File: config.mk
export PLATFORM = sky130hd
export DESIGN_NAME = instr_fetch_stage_flat
export DESIGN_NICKNAME = d
export VERILOG_FILES = /design/src/rtl/instr_fetch_stage_if.sv /design/src/rtl/instr_fetch_stage.sv /design/src/flat_wrapper.sv
export SDC_FILE = /design/constraint.sdc
export NUM_CORES = 1
export LEC_CHECK = 0
export BUFFER_PORTS_ARGS = -buffer_cell sky130_fd_sc_hd__buf_2
export CORE_ASPECT_RATIO = 0.5
export CORE_MARGIN = 1
export CORE_UTILIZATION = 25
export DETAILED_ROUTE_END_ITERATION = 10
export PLACE_DENSITY = 0.52
export SLEW_MARGIN = 20
export SYNTH_ARGS = -nofsm -noshare
export SYNTH_HDL_FRONTEND = slang
export SYNTH_SLANG_ARGS = --single-unit
File: constraint.sdc
create_clock -name clk -period 4.4 [get_ports clk]
set_input_delay 0.88 -clock clk [delete_from_list [all_inputs] [get_ports clk]]
set_output_delay 0.88 -clock clk [all_outputs]
set_load 0.02 [all_outputs]
File: src/rtl/instr_fetch_stage_if.sv
// Instruction-memory port of the fetch stage: read enable, byte address,
// and the word that comes back one cycle after the address was issued.
interface instr_fetch_stage_if;
  logic        en;
  logic [31:0] addr;
  logic [31:0] rdata;

  // Fetch stage drives the request and consumes the returned word.
  modport master (output en, output addr, input rdata);
  // Synchronous instruction memory answers the request.
  modport slave (input en, input addr, output rdata);
endinterface

File: src/rtl/instr_fetch_stage.sv
// Instruction-fetch stage and IF/ID pipeline register of the mini-MIPS core.
// Owns the program counter, drives the synchronous instruction memory and
// presents the fetched word to decode, with decode stall and branch/jump
// redirect support.
module instr_fetch_stage #(
  parameter logic [31:0] RESET_PC = 32'h0000_0000
) (
  input  logic                       clk,
  input  logic                       rst_n,
  input  logic                       stall,
  input  logic                       redirect,
  input  logic [31:0]                redirect_pc,
  instr_fetch_stage_if.master        imem,
  output logic                       id_valid,
  output logic [31:0]                id_instr,
  output logic [5:0]                 id_opcode,
  output logic [5:0]                 id_funct,
  output logic [31:0]                id_pc,
  output logic [31:0]                id_pc_plus4,
  output logic [31:0]                fetch_count
);

  // BOOT: no fetch in flight yet, so the memory data is not meaningful.
  typedef enum logic {
    BOOT = 1'b0,
    RUN  = 1'b1
  } state_t;

  state_t      state_q, state_d;
  logic [31:0] fetch_pc_q, fetch_pc_d;
  logic        id_valid_d;
  logic [31:0] id_instr_d;
  logic [31:0] id_pc_d;
  logic [31:0] id_pc_plus4_d;
  logic [31:0] fetch_count_d;

  logic [31:0] fetch_pc_plus4;
  logic [31:0] redirect_aligned;

  // The target's byte offset is meaningless for word fetches.
  logic unused_redirect_low;
  assign unused_redirect_low = ^redirect_pc[1:0];

  assign fetch_pc_plus4   = fetch_pc_q + 32'd4;
  assign redirect_aligned = {redirect_pc[31:2], 2'b00};

  // Memory is read every cycle out of reset; reset gates it off immediately.
  assign imem.en = rst_n;

  // Decoder fields are plain wiring of the registered instruction.
  assign id_opcode = id_instr[31:26];
  assign id_funct  = id_instr[5:0];

  // Fetch address selection: redirect wins, then re-read on boot/stall.
  always_comb begin
    if (redirect) begin
      imem.addr = redirect_aligned;
    end else if (state_q == BOOT || stall) begin
      imem.addr = fetch_pc_q;
    end else begin
      imem.addr = fetch_pc_plus4;
    end
  end

  // Next-state and IF/ID update rules.
  always_comb begin
    // NOTE: every signal gets a hold default first so no path leaves it
    // unassigned; otherwise synthesis infers a latch.
    state_d       = state_q;
    fetch_pc_d    = fetch_pc_q;
    id_valid_d    = id_valid;
    id_instr_d    = id_instr;
    id_pc_d       = id_pc;
    id_pc_plus4_d = id_pc_plus4;
    fetch_count_d = fetch_count;

    unique case (state_q)
      BOOT: begin
        fetch_pc_d = imem.addr;
        state_d    = RUN;
      end
      RUN: begin
        if (redirect) begin
          // Squash the wrong-path word arriving this cycle.
          id_valid_d = 1'b0;
          id_instr_d = 32'h0;
          fetch_pc_d = redirect_aligned;
        end else if (stall) begin
          // Hold everything; the same address is being re-read.
        end else begin
          id_valid_d    = 1'b1;
          id_instr_d    = imem.rdata;
          id_pc_d       = fetch_pc_q;
          id_pc_plus4_d = fetch_pc_plus4;
          fetch_pc_d    = fetch_pc_plus4;
          fetch_count_d = fetch_count + 32'd1;
        end
      end
      default: state_d = BOOT;
    endcase
  end

  // State and IF/ID register with asynchronous clear.
  always_ff @(posedge clk or negedge rst_n) begin
    if (!rst_n) begin
      state_q     <= BOOT;
      fetch_pc_q  <= RESET_PC;
      id_valid    <= 1'b0;
      id_instr    <= 32'h0;
      id_pc       <= 32'h0;
      id_pc_plus4 <= 32'h0;
      fetch_count <= 32'h0;
    end else begin
      // NOTE: non-blocking assignments so every register samples the
      // pre-edge values, independent of statement order.
      state_q     <= state_d;
      fetch_pc_q  <= fetch_pc_d;
      id_valid    <= id_valid_d;
      id_instr    <= id_instr_d;
      id_pc       <= id_pc_d;
      id_pc_plus4 <= id_pc_plus4_d;
      fetch_count <= fetch_count_d;
    end
  end

endmodule
File: src/flat_wrapper.sv
// flat-port wrapper written by rule: the top's interface ports become plain ports
module instr_fetch_stage_flat 
#(
  parameter logic [31:0] RESET_PC = 32'h0000_0000
)
  (clk, rst_n, stall, redirect, redirect_pc, id_valid, id_instr, id_opcode, id_funct, id_pc, id_pc_plus4, fetch_count, imem_en, imem_addr, imem_rdata);
  instr_fetch_stage_if imem_i ();
  input  logic clk;
  input  logic rst_n;
  input  logic stall;
  input  logic redirect;
  input  logic [31:0] redirect_pc;
  output logic id_valid;
  output logic [31:0] id_instr;
  output logic [5:0] id_opcode;
  output logic [5:0] id_funct;
  output logic [31:0] id_pc;
  output logic [31:0] id_pc_plus4;
  output logic [31:0] fetch_count;
  output wire logic [$bits(imem_i.en)-1:0] imem_en;
  output wire logic [$bits(imem_i.addr)-1:0] imem_addr;
  input wire logic [$bits(imem_i.rdata)-1:0] imem_rdata;
  assign imem_en = imem_i.en;
  assign imem_addr = imem_i.addr;
  assign imem_i.rdata = imem_rdata;
  instr_fetch_stage #(.RESET_PC(RESET_PC)) u_core (.clk(clk), .rst_n(rst_n), .stall(stall), .redirect(redirect), .redirect_pc(redirect_pc), .imem(imem_i), .id_valid(id_valid), .id_instr(id_instr), .id_opcode(id_opcode), .id_funct(id_funct), .id_pc(id_pc), .id_pc_plus4(id_pc_plus4), .fetch_count(fetch_count));
endmodule
# [Word-level counts from Yosys, hierarchy flattened]
# Index checks and enable logic that the tools add are counted.
[classes] add_sub_neg=2 multipliers=0 n_div=0 order_cmp=0 eq_ne=2 shifts=0 mux=9 n_bitwise=3 reduce_logical=3
[op_table] op="2-to-1 mux 32 bit" count=6
[op_table] op="one-hot mux 32 bit (2 select lines)" count=1
[op_table] op="adder 32 x 1 -> 32 bit, second input constant" count=1
[op_table] op="adder 32 x 3 -> 32 bit, second input constant" count=1
[op_table] op="!= test 3 bit, second input constant" count=1
[op_table] op="NOT 1 bit" count=3
[op_table] op="AND reduction 3 bit" count=1
[op_table] op="2-to-1 mux 1 bit" count=2
[op_table] op="!= test 2 x 1 -> 1 bit, second input constant" count=1
[op_table] op="AND reduction 2 bit" count=1
[op_table] op="logical OR 1 bit" count=1
[totals] register_bits=162 latch_bits=0 mem_bits_rw=0 mem_bits_ro=0 inputBits=68 out_inout_bits=174 memories=0

# [Depth between registers and ports, before layout]
# Gate-level depths: netlist of the first run.
[logic_depth] depth_word=5 mapped_depth=8 depth_no_buf=5

# [Least setup slack after synthesis of the first run]
# Ideal clock, no wire load.
[synth_timing] kind="input port to output port" start="input port stall" end="output port imem_addr[30]" arrival_time_ps=2564 required_ps=3520 path_slack_ps=956 path_stages=5 n_path_buf=1 cell_sequence="nand2b_1 > or4_1 > clkbuf_1 > or4_1 > a31oi_1"
[synth_between] elab_chain_len=3
[synth_rtl] element="from (decl)" line="flat_wrapper.sv:10" text="input logic stall;"
[synth_rtl] element="logical OR 1 bit" line="instr_fetch_stage.sv:58" text="end else if (state_q == BOOT || stall) begin"
[synth_rtl] element="2-to-1 mux 32 bit" line="instr_fetch_stage.sv:58"
[synth_rtl] element="2-to-1 mux 32 bit" line="instr_fetch_stage.sv:56" text="if (redirect) begin"
[synth_rtl] element="to (decl)" line="flat_wrapper.sv:21" text="output wire logic [$bits(imem_i.addr)-1:0] imem_addr;"
# Every way passes these cells.

# [Worst setup path after layout of the first run]
[layout_timing] start="register u_core.fetch_pc_q[2]" end="output port imem_addr[24]"
[layout_between] elab_chain_len=3
[layout_rtl] element="from (decl)" line="instr_fetch_stage.sv:30" text="logic [31:0] fetch_pc_q, fetch_pc_d;"
[layout_rtl] element="from (signal assigned)" line="instr_fetch_stage.sv:117" text="fetch_pc_q <= fetch_pc_d;"
[layout_rtl] element="adder 32 x 3 -> 32 bit" line="instr_fetch_stage.sv:44" text="assign fetch_pc_plus4 = fetch_pc_q + 32'd4;"
[layout_rtl] element="2-to-1 mux 32 bit" line="instr_fetch_stage.sv:58"
[layout_rtl] element="2-to-1 mux 32 bit" line="instr_fetch_stage.sv:56"
# Every way passes these cells.

==> run summary, run 1 <==
Status: complete, no violations
Post-CTS sizing: 0
Starting density of the core: 25.85%
Largest net degree at the start of global routing: 93
Final Wtd Congestion: 0.8252
Logic pwr share: 19.6%
Slew margin rel.: 29.26%
Adder-cell area share of the yosys netlist: 0.3280%
Synth top area share: 52.48%
CP endpoint kind: primary output
Distinct cells, synth: 48
Layout cells sized above 1: 29.68%
Critical path required time: 3520 ps
Post-synthesis sequential area ratio: 52.48%
Top FF cell, synth: dfrtp_1
Hold WC Path Type: input port to asynchronous set/reset pin
Avg Cell Area, Syn: 9.644 µm²
Synth Instances: 791
Final hold vios: 0
CTS Buf Count: 17
Die X-Extent: 249.0 µm
Wire per inst: 17.07 µm
Area Overhead vs Synth: 26.54%
Initial DRC count: 459
Post-layout min period: 4088 ps
Seq cells post-synth: 160
Setup_tns: 0 ps
Cell Pwr Density: 431.4 nW/µm²
Clk sinks: 160
Compound-Gate Fraction of Synth Area: 13.33%
Syn_nets: 861
Post-route DRC violation count: 0
Postcts setup bufs: 0
Row cnt: 44
Hold_buf cts: 0
Asr flop ratio synth: 100.0%
Internal power component: 2.813 mW
Vias in the first global route: 6,300
Mux contribution to synthesized area: 0.2788%
Kind of critical path: register to primary output
Clock share of power: 37.2%
Largest family of logic cells by synthesized area: simple AND/OR/NAND/NOR gates
Grt total ovfl: 0
Cell area after synthesis: 7629 µm²
Clk_skew: 8.334 ps
Warnings from Yosys: 0
Final setup viols: 0
Post-synth top cells: 160 x dfrtp_1, 149 x nand2_1, 47 x clkbuf_1, 47 x o21ai_0, 44 x nor2_1
Vias: 6,632
Peak Freq: 244.6 MHz
Final nets: 1,052
Synth Area in XOR/XNOR: 6.200%
Initial antenna violation count: 2
Max-slew violations: 0
Synth top area cells: dfrtp_1 52%, nand2_1 7.3%, xnor2_1 4.9%
I/O pin cnt: 242
Crit share post-route: 92.92%
Final hold slack: 403.8 ps
Die extent in y: 125.5 µm
CTS Root Cell: clkbuf_16
First-pass GRT wire length: 36.94 mm
Cells on worst reg2reg path: 5
Clk_lat worst skew: 440 ps
RSZ-0062 raised after global routing: false
Fillers: 3,094
Psw: 1.351 mW
Drt via density: 4.782
Final wirelength: 23.68 mm
Crit path DAT: 3210 ps
DRT Pass-1 Iters: 5
CTS H-tree depth: 4
Seq pwr share: 43.2%
Area of the die: 31,260 µm²
Worst slew pin tran: 1053 ps
IO Port Bufs: 239
Longest Clk Path Bufs: 2
Critical Path Start Type: register
Peak supply drop: 0.2531 mV
Post-synth EDFFs: 0
Core Area: 29,510 µm²
TritonCTS clock tree: done
Worst-path clk slew: 70 ps
Simple-Gate Fraction of Synth Area: 22.16%
Hpwl dp: 17.21 mm
LEAKAGE: 4.569 nW
Post-route ant nets: 0
Worst-path fanout max: 18
Largest area contributor in the netlist: dfrtp_1
GRT Util Overall: 15.28%
Max Cap Viol: 0
Top-count cell post-synth: dfrtp_1
Sw Ratio: 32.45%
[power groups by stage]
stage               Clock (mW)  Combinational [mW]  Sequential [mW]
finish                    1.55               0.817             1.80
global route              1.66               0.888             1.82
CTS                       1.60               0.834             1.80
detailed placement           0               0.832             1.82
global placement             0               0.826             1.82
floorplan                    0               0.351             1.95
[cell families after synthesis]
kind of cell | Yosys count
other cells | 1
simple gates | 336
xor+xnor | 54
mux | 2
flops | 160
buf+inv | 85
fa+ha+maj | 2
compound gates | 151
[critical path, cell delays in order, from the launching register on]
cell     delay (ps)
dfrtp_1         470
ha_1            320
nand4_2         280
or3_1           680
or4_1           630
a31oi_1         190
buf_2           190
[layout by cell type, fill, tap and decap left out, types with 3 or more instances in the layout]
master,count
buf_2,238
dfrtp_1,160
nand2_1,149
o21ai_0,47
nor2_1,44
a31oi_1,43
xnor2_1,43
a22o_1,34
nand4_1,27
nand3_1,21
or4_1,17
clkbuf_16,17
or3_1,16
o31ai_1,15
nor4_1,11
xor2_1,11
buf_4,11
and3_1,9
and4_1,8
nor3_1,8
inv_1,7
nor2b_1,5
nand4b_1,4
a221o_1,4
inv_6,4
or4_4,3
and2_1,3
bufinv_16,3
[worst paths after layout]
kind	startpoint	end	slack, ps
min reg2reg	u_core.id_pc[10]	u_core.id_pc[10]	470
min in group clk	u_core.id_pc[10]	u_core.id_pc[10]	470
min	rst_n	u_core.fetch_pc_q[4]	400
max	u_core.fetch_pc_q[2]	imem_addr[24]	310
max reg2reg	u_core.fetch_pc_q[2]	u_core.fetch_pc_q[24]	1750
max in group asynchronous	rst_n	u_core.fetch_count[22]	2800
[flip-flops by register name, indices dropped and copies added, names as in the netlist]
register            cells
u_core.fetch_count     32
u_core.fetch_pc_q      32
u_core.id_instr        32
u_core.id_pc_plus4     32
u_core.id_pc           30
u_core.id_valid         1
u_core.state_q          1
[metrics by stage]
step	utilization, %	cells	setup slack (ps)	power (mW)	cell area [µm²]
3_3_place_gp	30.65	1354	708.3	2.643	9044
5_1_grt	32.70	1386	128.2	4.375	9651
6_report	32.71	1387	311.6	4.164	9653
4_1_cts	32.70	1385	310.6	4.233	9648
2_1_floorplan	-	791	956.2	2.298	7629
3_5_place_dp	30.65	1354	716.6	2.656	9044
[per-layer routing]
layer	GRT usage, %	wire, µm	vias to the layer above
li1	-	-	3199
met4	3.958	229	0
met2	25.00	11860	108
met3	4.310	932	12
met1	19.87	10650	3313
met5	0	0	-
[final cells by class]
class	instances	area (µm²)	area share (%)
Sequential cell	160	4004	41.48
Multi-Input combinational cell	546	3239	33.56
Timing Repair Buffer	250	1285	13.31
Tap cell	391	489.2	5.068
Clock buffer	17	425.4	4.407
Clock inverter	14	178.9	1.854
Inverter	7	26.28	0.2722
Antenna cell	2	5.005	0.05185
Note: power is estimated with default switching activity, not from simulation.
==> run 2, diff against run 1 <==
--- a/config.mk
+++ b/config.mk
@@ -5,12 +5,12 @@
 export SDC_FILE = /design/constraint.sdc
 export NUM_CORES = 1
 export LEC_CHECK = 0
-export BUFFER_PORTS_ARGS = -buffer_cell sky130_fd_sc_hd__buf_2
 export CORE_ASPECT_RATIO = 0.5
 export CORE_MARGIN = 1
 export CORE_UTILIZATION = 25
 export DETAILED_ROUTE_END_ITERATION = 10
-export PLACE_DENSITY = 0.52
+export DONT_BUFFER_PORTS = 1
+export PLACE_DENSITY = 0.45
 export SLEW_MARGIN = 20
 export SYNTH_ARGS = -nofsm -noshare
 export SYNTH_HDL_FRONTEND = slang
==> run 2 against run 1 <==
  * Via count decreased by 14%
  * Register-to-register slack improved by 70 ps
  * Flip-flop and latch count unchanged
  * Global-route usage decreased by 0.23 points
  * Routed wire length decreased by 2.7%
  * Fmax decreased by 2.0%
  * Clock skew increased by 4.2 ps
  * Die area unchanged
  * Worst setup slack got worse by 85 ps
  * Final area decreased by 13%
  * Final cell count decreased by 17%
  * Sequential power increased by 13%
  * Critical path type unchanged
  * Critical endpoint unchanged
  * Largest cell class unchanged
  * Highest routed layer unchanged
==> run summary, run 2 (synthesis gave the netlist of run 1 again) <==
Core Area: 29,510 µm² (unchanged)
CP max-delay cell: or3_1
Internal reg-to-reg setup slack: 1820 ps (+70 ps)
GR Util met3: 5.184% (+0.87 points)
Kind of critical path: register to primary output
Longest Clk Path Bufs: 2 (unchanged)
Hold_buf cts: 0 (unchanged)
Post-layout min period: 4174 ps (+85.39 ps)
Slew margin rel.: 31.25% (+2.0 points)
Status: complete, no violations
Row cnt: 44 (unchanged)
Max Cap Viol: 0 (unchanged)
Grt total ovfl: 0 (unchanged)
Commonest non-fill, non-tap cell in the layout: dfrtp_1
Post-route ant nets: 0 (unchanged)
Cell Pwr Density: 452.7 nW/µm² (+4.9%)
CTS Root Cell: clkbuf_16
Initial DRC count: 407 (-11%)
Starting density of the core: 25.85% (unchanged)
Clk_skew: 12.56 ps (+4.226 ps)
Hpwl dp: 16.02 mm (-6.9%)
Layout cells sized above 1: 7.784% (-22 points)
Critical Path Start Type: register
IO Port Bufs: 0 (-100%)
Post-route DRC violation count: 0 (unchanged)
Crit path DAT: 3290 ps (+80 ps)
Wire per inst: 20.04 µm (+17%)
Crit-path leading delay family: simple AND/OR/NAND/NOR gates
Vias: 5,723 (-14%)
CTS H-tree depth: 4 (unchanged)
Clk sinks: 160 (unchanged)
TritonCTS clock tree: done
Peak supply drop: 0.1919 mV (-24%)
Postcts setup bufs: 0 (unchanged)
Largest net degree at the start of global routing: 162 (+74%)
Max-slew violations: 0 (unchanged)
I/O pin cnt: 242 (unchanged)
Die extent in y: 125.5 µm (unchanged)
Area Overhead vs Synth: 10.35%
DRT Pass-1 Iters: 5 (unchanged)
Cells on worst reg2reg path: 5 (unchanged)
GRT met2 Usage: 23.45% (-1.5 points)
Final setup viols: 0 (unchanged)
Final hold slack: 125.3 ps (-278.4 ps)
Crit share post-route: 94.86% (+1.9 points)
CP endpoint kind: primary output
Clk_lat worst skew: 440 ps (about the same)
Final hold vios: 0 (unchanged)
Busiest layer in global routing: met2
Final wirelength: 23.05 mm (-2.7%)
Worst-path fanout max: 18 (unchanged)
GRT Util Overall: 15.05% (-0.23 points)
Setup_tns: 0 ps (unchanged)
Die X-Extent: 249.0 µm (unchanged)
Leading cell types in the layout, fill and taps excluded: 160 x dfrtp_1, 149 x nand2_1, 47 x o21ai_0, 44 x nor2_1
Critical path required time: 3520 ps (about the same)
Peak Freq: 239.6 MHz (-2.0%)
Final nets: 818 (-22%)
First-pass GRT wire length: 35.49 mm (-3.9%)
Largest stage delay, worst path: 680 ps (about the same)
FF-to-FF Start: u_core.fetch_pc_q[2]
Worst path bufs/invs: 0 (-1)
Final Wtd Congestion: 0.7836 (-5.0%)
Post-CTS sizing: 0 (unchanged)
Cells along the critical path: ha_1 -> nand4_2 -> or3_1 -> or4_1 -> a31oi_1
Worst-path clk slew: 60 ps (about the same)
Drt via density: 4.977 (+4.1%)
RSZ-0062 raised after global routing: false
R2R Path End: u_core.fetch_pc_q[24]
Area of the die: 31,260 µm² (unchanged)
Worst slew pin tran: 1031 ps (-21.79 ps)
Hold WC Path Type: input port to asynchronous set/reset pin
Met1 GRT Util: 19.58% (-0.29 points)
Initial antenna violation count: 1 (-1)
Vias in the first global route: 5,475 (-13%)
Cell depth of the worst setup path: 5 (-1)
LEAKAGE: 3.491 nW (-24%)
CTS Buf Count: 17 (unchanged)
[run 2: stage by stage]
step           setup WS [ps]  std cells  area (µm²)  utilization [%]  power, mW
3_5_place_dp           719.8       1120        7879            26.70      2.441
2_1_floorplan          956.2        791        7629                -      2.298
4_1_cts                209.6       1149        8411            28.50      3.874
6_report               226.2       1150        8418            28.53      3.811
3_3_place_gp           761.9       1120        7879            26.70      2.431
5_1_grt                78.29       1150        8418            28.53      3.997
[run 2: report_power, final]
part,internal [mW],switching [mW]
clock,0.782,0.628
sequential,1.64,0.406
combinational,0.144,0.215
total,2.56,1.25
[run 2: worst max-delay path by stage]
| stage | startpoint | end |
|---|---|---|
| after floorplan | stall | imem_addr[30] |
| after global placement | u_core.fetch_pc_q[2] | imem_addr[24] |
| after detailed placement | u_core.fetch_pc_q[2] | imem_addr[24] |
| after CTS | u_core.fetch_pc_q[2] | imem_addr[24] |
| after global routing | u_core.fetch_pc_q[2] | imem_addr[24] |
| final | u_core.fetch_pc_q[2] | imem_addr[24] |
[run 2: area by class of cell]
class,count,area (µm²)
sequential,160,4004
timing repair buffer,16,120.1
multi-input combinational,546,3244
tap,391,489.2
inverter,7,26.28
antenna,1,2.502
clock inverter,10,88.84
clock buffer,19,442.9
fill,3122,21090
[run 2: routing by layer]
| metal | up-vias | routed length (µm) |
|---|---|---|
| li1 | 2724 | - |
| met4 | 0 | 348 |
| met2 | 120 | 10910 |
| met1 | 2859 | 10450 |
| met3 | 20 | 1332 |
| met5 | - | 0 |
==> run 3, diff against run 2 <==
--- a/config.mk
+++ b/config.mk
@@ -8,6 +8,8 @@
 export CORE_ASPECT_RATIO = 0.5
 export CORE_MARGIN = 1
 export CORE_UTILIZATION = 25
+export CTS_BUF_LIST = sky130_fd_sc_hd__clkbuf_16
+export CTS_CLUSTER_DIAMETER = 120
 export DETAILED_ROUTE_END_ITERATION = 10
 export DONT_BUFFER_PORTS = 1
 export PLACE_DENSITY = 0.45
==> run 3 against run 2 <==
  * Count of clock-buffer cells in the layout decreased by 2
  * Global-route usage unchanged
  * Non-clock buffer count unchanged
  * Critical endpoint unchanged
  * Highest routed layer unchanged
==> run summary, run 3 (synthesis gave the netlist of run 1 again) <==
Core Area: 29,510 µm² (unchanged)
Starting density of the core: 25.85% (unchanged)
I/O pin cnt: 242 (unchanged)
Met1 GRT Util: 19.58% (unchanged)
Hpwl dp: 16.02 mm (unchanged)
Die extent in y: 125.5 µm (unchanged)
Fillers: 3,123 (+0.032%)
Busiest layer in global routing: met2
Post-layout min period: 4174 ps (+0.01800 ps)
Leading cell types in the layout, fill and taps excluded: 160 x dfrtp_1, 149 x nand2_1, 47 x o21ai_0, 44 x nor2_1
Setup_tns: 0 ps (unchanged)
Area of the die: 31,260 µm² (unchanged)
Commonest non-fill, non-tap cell in the layout: dfrtp_1
LEAKAGE: 3.490 nW (about the same)
RSZ-0062 raised after global routing: false
Clk sinks: 160 (unchanged)
Critical Path Start Type: register
Critical path required time: 3520 ps (about the same)
Crit path DAT: 3290 ps (about the same)
GR Util met3: 5.184% (unchanged)
Final setup viols: 0 (unchanged)
Post-route DRC violation count: 0 (unchanged)
DRT Pass-1 Iters: 5 (unchanged)
GRT met2 Usage: 23.45% (unchanged)
Crit-path leading delay family: simple AND/OR/NAND/NOR gates
Status: complete, no violations
Worst path bufs/invs: 0 (unchanged)
Final wirelength: 23.05 mm (about the same)
Hold_buf cts: 0 (unchanged)
Final hold vios: 0 (unchanged)
Max-slew violations: 0 (unchanged)
Worst-path fanout max: 18 (unchanged)
Final nets: 818 (unchanged)
Post-route ant nets: 0 (unchanged)
Final Wtd Congestion: 0.7836 (unchanged)
IO Port Bufs: 0 (unchanged)
Crit share post-route: 94.86% (about the same)
Clk_skew: 12.60 ps (+0.04000 ps)
Drt via density: 4.971 (-0.10%)
CTS H-tree depth: 4 (unchanged)
Longest Clk Path Bufs: 2 (unchanged)
CTS Buf Count: 17 (unchanged)
Clk_lat worst skew: 440 ps (about the same)
Peak Freq: 239.6 MHz (about the same)
Place WS: 719.8 ps (unchanged)
TritonCTS clock tree: done
Kind of critical path: register to primary output
Postcts setup bufs: 0 (unchanged)
Worst-path clk slew: 60 ps (about the same)
Cells along the critical path: ha_1 -> nand4_2 -> or3_1 -> or4_1 -> a31oi_1
Cell Pwr Density: 451.0 nW/µm² (-0.38%)
Largest net degree at the start of global routing: 162 (unchanged)
Area Overhead vs Synth: 10.22%
Slew margin rel.: 31.17% (-0.081 points)
Max Cap Viol: 0 (unchanged)
First-pass GRT wire length: 35.49 mm (unchanged)
Layout cells sized above 1: 7.652% (-0.13 points)
Initial DRC count: 407 (unchanged)
Vias: 5,717 (-0.10%)
Largest stage delay, worst path: 680 ps (about the same)
Worst slew pin tran: 1032 ps (+1.208 ps)
Vias in the first global route: 5,475 (unchanged)
FF+latch area: 4004 µm² (unchanged)
Footprint of the multi-input gates: 3244 µm² (unchanged)
Post-CTS sizing: 0 (unchanged)
CP endpoint kind: primary output
Row cnt: 44 (unchanged)
Die X-Extent: 249.0 µm (unchanged)
Initial antenna violation count: 1 (unchanged)
Hold WC Path Type: input port to asynchronous set/reset pin
Wire per inst: 20.04 µm (about the same)
Fin worst setup slack: 226.2 ps (-0.01800 ps)
Peak supply drop: 0.1919 mV (about the same)
GRT Util Overall: 15.05% (unchanged)
CTS Root Cell: clkbuf_16
Grt total ovfl: 0 (unchanged)
CP max-delay cell: or3_1
==> run 3: area by class of cell <==
cell class	instances	area share [%]
clock buffers	17	5.060
inverters	7	0.3125
diodes	1	0.02976
clock inverters	12	1.146
well taps	391	5.818
flip-flops and latches	160	47.62
repair buffers	16	1.429
multi-input cells	546	38.59
==> run 3: worst paths after layout <==
| kind | startpoint | endpoint | slack (ps) | cells after the start |
|---|---|---|---|---|
| worst min register to register | u_core.fetch_pc_q[1] | u_core.fetch_pc_q[1] | 500 | 1 |
| max in group asynchronous | rst_n | u_core.fetch_count[26] | 3730 | 0 |
| worst min-delay path | rst_n | u_core.id_pc[2] | 130 | 0 |
| min in group clk | u_core.fetch_pc_q[1] | u_core.fetch_pc_q[1] | 500 | 1 |
| worst max register to register | u_core.fetch_pc_q[2] | u_core.fetch_pc_q[24] | 1820 | 5 |
| worst max-delay path | u_core.fetch_pc_q[2] | imem_addr[24] | 230 | 5 |
==> run 3: report_power, final <==
group          switching, mW  internal (mW)  total (mW)
combinational          0.215          0.144       0.359
clock                  0.629          0.762        1.39
sequential             0.406           1.64        2.04
total                   1.25           2.54        3.79
==> run 3: routing by layer <==
layer / vias up / wire length [µm] / part of all wire [%]
li1: 2724 / - / -
met1: 2858 / 10470 / 45
met2: 115 / 10900 / 47
met3: 20 / 1323 / 5.7
met4: 0 / 348 / 1.5
met5: - / 0 / 0
==> run 3: through the flow <==
| stage | hold slack [ps] | total power, mW | instance area, µm² | utilization [%] | instances |
|---|---|---|---|---|---|
| floorplan | 455.7 | 2.298 | 7629 | - | 791 |
| global placement | 481.0 | 2.431 | 7879 | 26.70 | 1120 |
| detailed placement | 484.9 | 2.441 | 7879 | 26.70 | 1120 |
| CTS | 95.93 | 3.854 | 8401 | 28.47 | 1149 |
| global route | 94.52 | 3.977 | 8408 | 28.49 | 1150 |
| finish | 125.3 | 3.792 | 8408 | 28.49 | 1150 |
